[src/rtl/melody_player.sv]
// Square-wave melody sequencer: plays a 16-entry table of half-periods as
// timed notes separated by silent gaps, with pause, abort and looping.
module melody_player #(
  parameter int unsigned NOTE_TICKS = 12500000,
  parameter int unsigned GAP_TICKS  = 1250000
) (
  input  logic        CLOCK_50,
  input  logic        reset,
  input  logic        enable,
  input  logic        start,
  input  logic        stop,
  input  logic        loop,
  input  logic [3:0]  last_idx,
  input  logic        wr_en,
  input  logic [3:0]  wr_addr,
  input  logic [19:0] wr_data,
  output logic        spk,
  output logic        busy,
  output logic [3:0]  note_idx,
  output logic        done
);

  localparam int unsigned DUR_MAX = (NOTE_TICKS > GAP_TICKS) ? NOTE_TICKS : GAP_TICKS;
  localparam int unsigned DUR_W   = (DUR_MAX > 1) ? $clog2(DUR_MAX) : 1;
  localparam logic [DUR_W-1:0] NOTE_LAST = DUR_W'(NOTE_TICKS - 1);
  localparam logic [DUR_W-1:0] GAP_LAST  = DUR_W'(GAP_TICKS - 1);

  typedef enum logic [1:0] {IDLE, TONE, GAP} state_t;

  state_t             state_q, state_d;
  logic [3:0]         idx_q, idx_d;
  logic [3:0]         last_q, last_d;
  logic [19:0]        hp_lat_q, hp_lat_d;
  logic [19:0]        hp_cnt_q, hp_cnt_d;
  logic [DUR_W-1:0]   dur_cnt_q, dur_cnt_d;
  logic               spk_q, spk_d;
  logic               done_q, done_d;
  logic [19:0]        table_q [16];

  // Table reads below see the pre-edge contents, so a same-cycle write loses to the latch.
  always_ff @(posedge CLOCK_50) begin
    if (reset) begin
      for (int i = 0; i < 16; i++) table_q[i] <= '0;
    end else if (wr_en) begin
      table_q[wr_addr] <= wr_data;
    end
  end

  always_comb begin
    state_d   = state_q;
    idx_d     = idx_q;
    last_d    = last_q;
    hp_lat_d  = hp_lat_q;
    hp_cnt_d  = hp_cnt_q;
    dur_cnt_d = dur_cnt_q;
    spk_d     = spk_q;
    done_d    = 1'b0;

    case (state_q)
      IDLE: begin
        if (start && !stop && enable) begin
          state_d   = TONE;
          idx_d     = 4'd0;
          last_d    = last_idx;
          hp_lat_d  = table_q[0];
          hp_cnt_d  = '0;
          dur_cnt_d = '0;
          spk_d     = 1'b0;
        end
      end

      TONE: begin
        if (stop) begin
          state_d   = IDLE;
          hp_cnt_d  = '0;
          dur_cnt_d = '0;
          spk_d     = 1'b0;
        end else if (enable) begin
          if (dur_cnt_q == NOTE_LAST) begin
            state_d   = GAP;
            hp_cnt_d  = '0;
            dur_cnt_d = '0;
            spk_d     = 1'b0;
          end else begin
            dur_cnt_d = dur_cnt_q + DUR_W'(1);
            // A zero half-period is a rest: the tone counter never runs.
            if (hp_lat_q != 20'd0) begin
              if (hp_cnt_q == hp_lat_q - 20'd1) begin
                spk_d    = ~spk_q;
                hp_cnt_d = '0;
              end else begin
                hp_cnt_d = hp_cnt_q + 20'd1;
              end
            end
          end
        end
      end

      GAP: begin
        if (stop) begin
          state_d   = IDLE;
          hp_cnt_d  = '0;
          dur_cnt_d = '0;
          spk_d     = 1'b0;
        end else if (enable) begin
          if (dur_cnt_q == GAP_LAST) begin
            dur_cnt_d = '0;
            hp_cnt_d  = '0;
            spk_d     = 1'b0;
            if (idx_q < last_q) begin
              state_d  = TONE;
              idx_d    = idx_q + 4'd1;
              hp_lat_d = table_q[idx_q + 4'd1];
            end else if (loop) begin
              state_d  = TONE;
              idx_d    = 4'd0;
              hp_lat_d = table_q[0];
            end else begin
              state_d = IDLE;
              done_d  = 1'b1;
            end
          end else begin
            dur_cnt_d = dur_cnt_q + DUR_W'(1);
          end
        end
      end

      default: begin
        state_d   = IDLE;
        hp_cnt_d  = '0;
        dur_cnt_d = '0;
        spk_d     = 1'b0;
      end
    endcase
  end

  always_ff @(posedge CLOCK_50) begin
    if (reset) begin
      state_q   <= IDLE;
      idx_q     <= 4'd0;
      last_q    <= 4'd0;
      hp_lat_q  <= '0;
      hp_cnt_q  <= '0;
      dur_cnt_q <= '0;
      spk_q     <= 1'b0;
      done_q    <= 1'b0;
    end else begin
      state_q   <= state_d;
      idx_q     <= idx_d;
      last_q    <= last_d;
      hp_lat_q  <= hp_lat_d;
      hp_cnt_q  <= hp_cnt_d;
      dur_cnt_q <= dur_cnt_d;
      spk_q     <= spk_d;
      done_q    <= done_d;
    end
  end

  // Pausing masks the pin but keeps spk_q, so playback resumes mid-phase.
  assign spk      = spk_q & enable;
  assign busy     = (state_q != IDLE);
  assign note_idx = idx_q;
  assign done     = done_q;

endmodule

[config.mk]
export PLATFORM = sky130hd
export DESIGN_NAME = melody_player
export DESIGN_NICKNAME = d
export VERILOG_FILES = /design/src/rtl/melody_player.sv
export SDC_FILE = /design/constraint.sdc
export NUM_CORES = 1
export LEC_CHECK = 0
export CORE_MARGIN = 2
export CORE_UTILIZATION = 55
export CTS_CLUSTER_DIAMETER = 30
export DETAILED_ROUTE_END_ITERATION = 12
export PLACE_DENSITY_LB_ADDON = 0.12
export SETUP_SLACK_MARGIN = 0.1
export SYNTH_ARGS = -nofsm -noshare
export SYNTH_HDL_FRONTEND = slang
export SYNTH_SLANG_ARGS = --single-unit
[constraint.sdc]
create_clock -name CLOCK_50 -period 4.55 [get_ports CLOCK_50]
set_clock_uncertainty 0.15 [all_clocks]
set_input_delay 0.91 -clock CLOCK_50 [delete_from_list [all_inputs] [get_ports CLOCK_50]]
set_output_delay 0.91 -clock CLOCK_50 [all_outputs]
set_load 0.01 [all_outputs]
==> results.yml, run 1 <==
cts:
  cts_made_buffers: 89
  cts_setup_buffers: 0
  cts_max_level: 3
  cts-root-buf: "clkbuf_16"
  cts_tree: "yes"
  cts_hold_buf: 0
  insertion_delay_ns: 0.58
  cts.clk_slew.worst_paths_ns: 0.04
  clock_sinks: 396
  postCtsResizedCells: 0
  clk_path_buf_depth: 3
sta:
  fmax_mhz: 294
  slew_viol_final: 0
  finalWorstSetupSlack_ns: 1.14
  finalSetupViolations: 0
  period_minus_slack_ns: 3.41
  finalHoldViolCount: 0
  grt_setup_unrepaired: "false"
  worst_pin_slew_ns: 1.16
  fin_crit_sh: 0.749
  max_slew_margin: 0.225
  finalSetupTns_ns: 0
setup_path:
  critPathRequiredTime_ns: 4.89
  ff2ff_setup_slack_ns: 1.14
  worst-setup-path-type: "reg -> reg"
  r2r_start: "hp_lat_q[0]"
  end_kind: "flip-flop"
  r2r_cells: 11
  r2r-end: "hp_cnt_q[4]"
  critPathMaxStageDelay_ns: 0.60
  critPathMaxFanout: 20
  crit_family: "simple AND/OR/NAND/NOR gates"
  cp.arrival_ns: 3.74
  critPathBufInv: 3
  cp-start-kind: "flip-flop"
  cp.depth: 11
  crit_chain: "inv_1, ha_1, nor3b_1, nand4_1, a2111oi_2, nor3b_4, buf_4, nand4_1, o31ai_2, buf_4, nor3_1"
  slowest_stage: "a2111oi_2"
yosys:
  synthArstFlopShare: 0
  synth-seq-area-share: 0.585
  synth_top_cell_area_share: 0.505
  synth.top_cells.by_area: "edfxtp_1 51%, mux4_2 12%, and2_1 11%"
  ys.flop_type: "edfxtp_1"
  syn_area_sq_um: 19000
  yosys_warnings: 0
  synth_top_area_cell: "edfxtp_1"
  ys_types: 61
  ys_ff_latch: 396
  netlist_top_cells_count: "324 x and2_1, 320 x edfxtp_1, 100 x mux4_2"
  netlist_instances: 1398
  syn_nets: 1444
  synth_area_per_cell_sq_um: 13.6
  synth-edff-count: 320
  synthMostInstantiatedCell: "and2_1"
floorplan:
  die_h_microns: 190
  start_util: 0.555
  rows: 68
  coreArea_sq_um: 34300
  ios: 42
  die_area_sq_um: 36100
  die_width_microns: 190
placed_design:
  place.detailed.hpwl_microns: 27100
  place_congestion: 0.839
  dpl_worst_slack_ns: 0.880
  numPortBuffers: 41
global_route:
  antenna_found_initial: 1
  grt_max_degree: 86
  grt_pass1_vias: 12000
  grt_pass1_wl_microns: 69700
  grt_use_total: 0.258
  grt-ovfl-total: 0
power:
  fin_total_pwr_mw: 11.3
  power_density_nw_per_um2: 495
  p_leak_nw: 7.99
  peakVddDrop_mv: 0.388
hold_path:
  whs_endpoint: "state_q[0]"
  worstHoldPathCells: 2
  hp-class: "reg -> reg"
  worst_hold_startpoint: "state_q[0]"
layout:
  layout-drive-gt1-share: 0.213
  area_growth_pct: 20.0
  nFillCells: 2439
  nets: 1499
routing:
  first_pass_iters: 5
  drt_iter0_markers: 801
  drtAntennaViolNets: 0
  post-route-drc-count: 0
  routed_wirelength_microns: 45000
  vias_per_cell: 5.87
  drt-wirelength-per-cell_microns: 22.7
  vias: 11600
flow_run:
  cap_viol_max_count: 0
outcome:
  status: "completed"
-- area by class of cell --
cell class                 count  area (sq um)  share of cell area
multi-input combinational    885          7470               0.327
sequential                   396         11100               0.488
clock inverter                50           518              0.0227
clock buffer                 112          2450               0.107
inverter                      12          45.0             0.00197
antenna                        2          5.00            0.000219
tap                          455           569              0.0249
timing repair buffer          69           628              0.0275
-- cell usage in the layout (no fill, tap or decap), types with 19 or more instances in the layout --
cell type        synthesis  layout
mux4_2                 100     100
clkbuf_16                0      94
nand2_1                 28      28
xnor2_1                 36      35
dfxtp_1                 76      75
xor2_1                  29      28
nand3_1                 22      22
nor3_1                  44      40
clkdlybuf4s50_1          0      40
nand4_1                 22      22
a211oi_2                19      19
nor2_1                  83      83
and2_1                 324     324
buf_4                    2      27
mux2i_1                 30      30
edfxtp_1               320     320
-- report_power, final --
part           switching (mW)  internal (mW)  total [mW]
Clock                    1.95           4.28        6.24
Combinational           0.510          0.318       0.828
Sequential             0.0970           4.12        4.22
-- metrics by stage --
| step | std cells | util | hold WS, ns | area [sq um] |
|---|---|---|---|---|
| 2_1_floorplan | 1398 | - | 0.313 | 19000 |
| 3_3_place_gp | 1817 | 0.579 | 0.330 | 19900 |
| 3_5_place_dp | 1817 | 0.579 | 0.345 | 19900 |
| 4_1_cts | 1979 | 0.666 | 0.351 | 22800 |
| 5_1_grt | 1980 | 0.666 | 0.373 | 22800 |
| 6_report | 1981 | 0.666 | 0.355 | 22800 |
-- tightest hold or removal path: stages, from the launching register on --
cell and delay [ns]:
dfxtp_1 0.34, nand2_1 0.07, a21oi_1 0.05
-- cell families (layout without fill, tap and decap cells) --
kind of cell / Yosys count / after routing / synth area share
xor+xnor: 65 / 65 / 0.0299
other cells: 0 / 2 / 0
flops: 396 / 396 / 0.585
buf+inv: 117 / 243 / 0.0245
compound gates: 72 / 72 / 0.0327
fa+ha+maj: 11 / 11 / 0.00724
simple gates: 606 / 606 / 0.186
mux: 131 / 131 / 0.135
-- sequential cells by signal, indices dropped and copies added (netlist names) --
signal	count
done	1
hp_cnt_q	20
state_q	2
hp_lat_q	20
note_idx	4
table_q	320
spk_q	1
dur_cnt_q	24
last_q	4
-- how the worst max path moves through the flow --
stage,to,slack [ns],startpoint
2_1_floorplan,dur_cnt_q[23],1.59,start
3_3_place_gp,hp_cnt_q[5],0.93,stop
3_5_place_dp,hp_cnt_q[6],0.88,stop
4_1_cts,hp_lat_q[4],1.06,note_idx[0]
5_1_grt,hp_cnt_q[8],0.88,hp_lat_q[0]
6_report,hp_cnt_q[4],1.14,hp_lat_q[0]
-- metal layers --
metal	vias to the layer above	wire, microns	GRT usage
met4	0	1150	0.0796
met3	90	2690	0.0465
met5	-	0	0
met1	5867	19500	0.357
met2	390	21600	0.418
li1	5283	-	-
(Power assumes the default switching activity.)
==> inputs of run 2 (changes only) <==
Clock period 4.55 ns to 3.2 ns, I/O delays scaled along.
==> run 2 against run 1 <==
  * Die area did not move
  * Design area up 3.1%
  * Largest power group unchanged
  * First-iteration DRC count up 1.0%
  * Fmax is 12% higher
  * Sequential power grew 42%
  * Critical path depth is 3 lower
  * Non-clock buffer count up 38
  * Critical path type unchanged
  * Worst setup slack worse by 0.98 ns
  * Sequential cell count unchanged
  * Largest cell class unchanged
  * Count of clock-buffer cells in the layout fell by 13
  * Cell count is 1.9% higher
  * Worst hold slack got worse by 0.0082 ns
==> results.yml, run 2 (synthesis gave the netlist of run 1 again) <==
cts:
  cts-root-buf: "clkbuf_16"
  clock_sinks: 396
  cts_made_buffers: 89
  insertion_delay_ns: 0.61
  cts_hold_buf: 0
  clk_path_buf_depth: 3
  cts_max_level: 3
  cts_tree: "yes"
  cts.clk_slew.worst_paths_ns: 0.04
outcome:
  status: "completed"
layout:
  fin_cells: 2019
  design_area_sq_um: 23500
  final_cell_mix: "324 x and2_1, 320 x edfxtp_1, 100 x mux4_2"
  nFillCells: 2320
  top_register: "table_q"
  antenna_cells: 0
  nets: 1537
  utilization: 0.686
  area_growth_pct: 23.7
  largestRegisters: "table_q x320, dur_cnt_q x24"
  layout-drive-gt1-share: 0.244
  layout_commonest_cell: "and2_1"
  largest_reg_flops: 320
placed_design:
  place_area_sq_um: 20200
  placed_cells: 1847
  place_congestion: 0.856
  place.detailed.hpwl_microns: 28200
  numPortBuffers: 41
power:
  power_density_nw_per_um2: 715
  p_seq_frac: 0.357
  combPwrFrac: 0.082
  clockPowerShare: 0.562
  p_sw_frac: 0.229
  peakVddDrop_mv: 0.447
  p_int_mw: 13.0
  p_switching_mw: 3.85
  p_leak_nw: 8.31
sta:
  fin_crit_sh: 0.949
  grt_setup_unrepaired: "true"
  finalHoldViolCount: 0
  slew_viol_final: 0
  finalSetupViolations: 0
  period_minus_slack_ns: 3.04
  finalSetupTns_ns: 0
  fmax_mhz: 329
  worst_pin_slew_ns: 0.614
  max_slew_margin: 0.591
floorplan:
  coreArea_sq_um: 34300
  start_util: 0.555
  die_width_microns: 190
  die_area_sq_um: 36100
  die_h_microns: 190
  rows: 68
  ios: 42
global_route:
  grt_use_total: 0.250
  grt_pass1_vias: 12100
  grt_util_met1: 0.335
  grt_util_met2: 0.410
  grt_pass1_wl_microns: 68400
  grt-ovfl-total: 0
  use_met3: 0.0515
  gr-max-usage-layer: "met2"
  grt_max_degree: 44
  antenna_found_initial: 1
routing:
  drt-wirelength-per-cell_microns: 21.7
  vias_per_cell: 5.79
  first_pass_iters: 5
  routed_wirelength_microns: 43800
  drt_iter0_markers: 809
  post-route-drc-count: 0
  vias: 11700
  drtAntennaViolNets: 0
setup_path:
  critPathMaxStageDelay_ns: 0.58
  cp.arrival_ns: 3.33
  crit_chain: "or4_1, or4_4, o21ai_4, nor3b_4, nand4_1, o31ai_4, clkbuf_16, nor3_1"
  cp-start-kind: "flip-flop"
  critPathRequiredTime_ns: 3.49
  worst-setup-path-type: "reg -> reg"
  critPathMaxFanout: 5
  end_kind: "flip-flop"
  slowest_stage: "or4_4"
flow_run:
  cap_viol_max_count: 0
hold_path:
  hp-class: "reg -> reg"
[run 2: cell type report]
cell class,instances,area (sq um),area share
flip-flops and latches,396,11100,0.473
clock inverters,65,825,0.0350
clock buffers,99,2330,0.0990
multi-input cells,885,7540,0.320
well taps,455,569,0.0242
repair buffers,107,1090,0.0462
inverters,12,45.0,0.00191
[run 2: timing repair]
item                                    4_1_cts  5_1_grt
resized for setup                             0       14
setup buffers                                 0        4
endpoints found under the setup margin        0       41
[run 2: worst max-delay path: cells and delay by family, from the launching register on]
| kind | cells | cell delay (ns) |
|---|---|---|
| AND/OR/NAND/NOR | 5 | 1.65 |
| flip-flops | 1 | 0.34 |
| buffers and inverters | 1 | 0.22 |
| AO/OA/AOI/OAI | 2 | 0.53 |
[run 2: per-stage QoR]
stage / total power [mW] / setup slack [ns] / hold WS [ns]
final: 16.8 / 0.165 / 0.347
after global routing: 17.3 / 0.0750 / 0.376
after CTS: 16.8 / 0.112 / 0.349
after detailed placement: 7.34 / 0.132 / 0.343
after global placement: 7.30 / 0.142 / 0.329
after floorplan: 6.87 / 0.335 / 0.313
[run 2: power by group through the flow]
stage	registers, mW	logic (mW)	clock network [mW]
final	5.99	1.38	9.44
after global routing	6.02	1.50	9.81
after CTS	5.99	1.27	9.53
after detailed placement	6.08	1.26	0
after global placement	6.06	1.24	0
after floorplan	6.02	0.849	0
[run 2: routing by layer]
metal / routed length [microns] / part of all wire
met3: 2630 / 0.060
met4: 781 / 0.018
met5: 13 / 0.00030
met1: 18600 / 0.42
met2: 21800 / 0.50
[run 2: path summary, 6_finish.rpt]
check | startpoint | to | slack, ns | cells past startpoint
setup / recovery | dur_cnt_q[11] | hp_cnt_q[7] | 0.16 | 8
hold / removal | dur_cnt_q[8] | dur_cnt_q[8] | 0.35 | 2
setup reg to reg | dur_cnt_q[11] | hp_cnt_q[7] | 0.16 | 8
hold reg to reg | dur_cnt_q[8] | dur_cnt_q[8] | 0.35 | 2
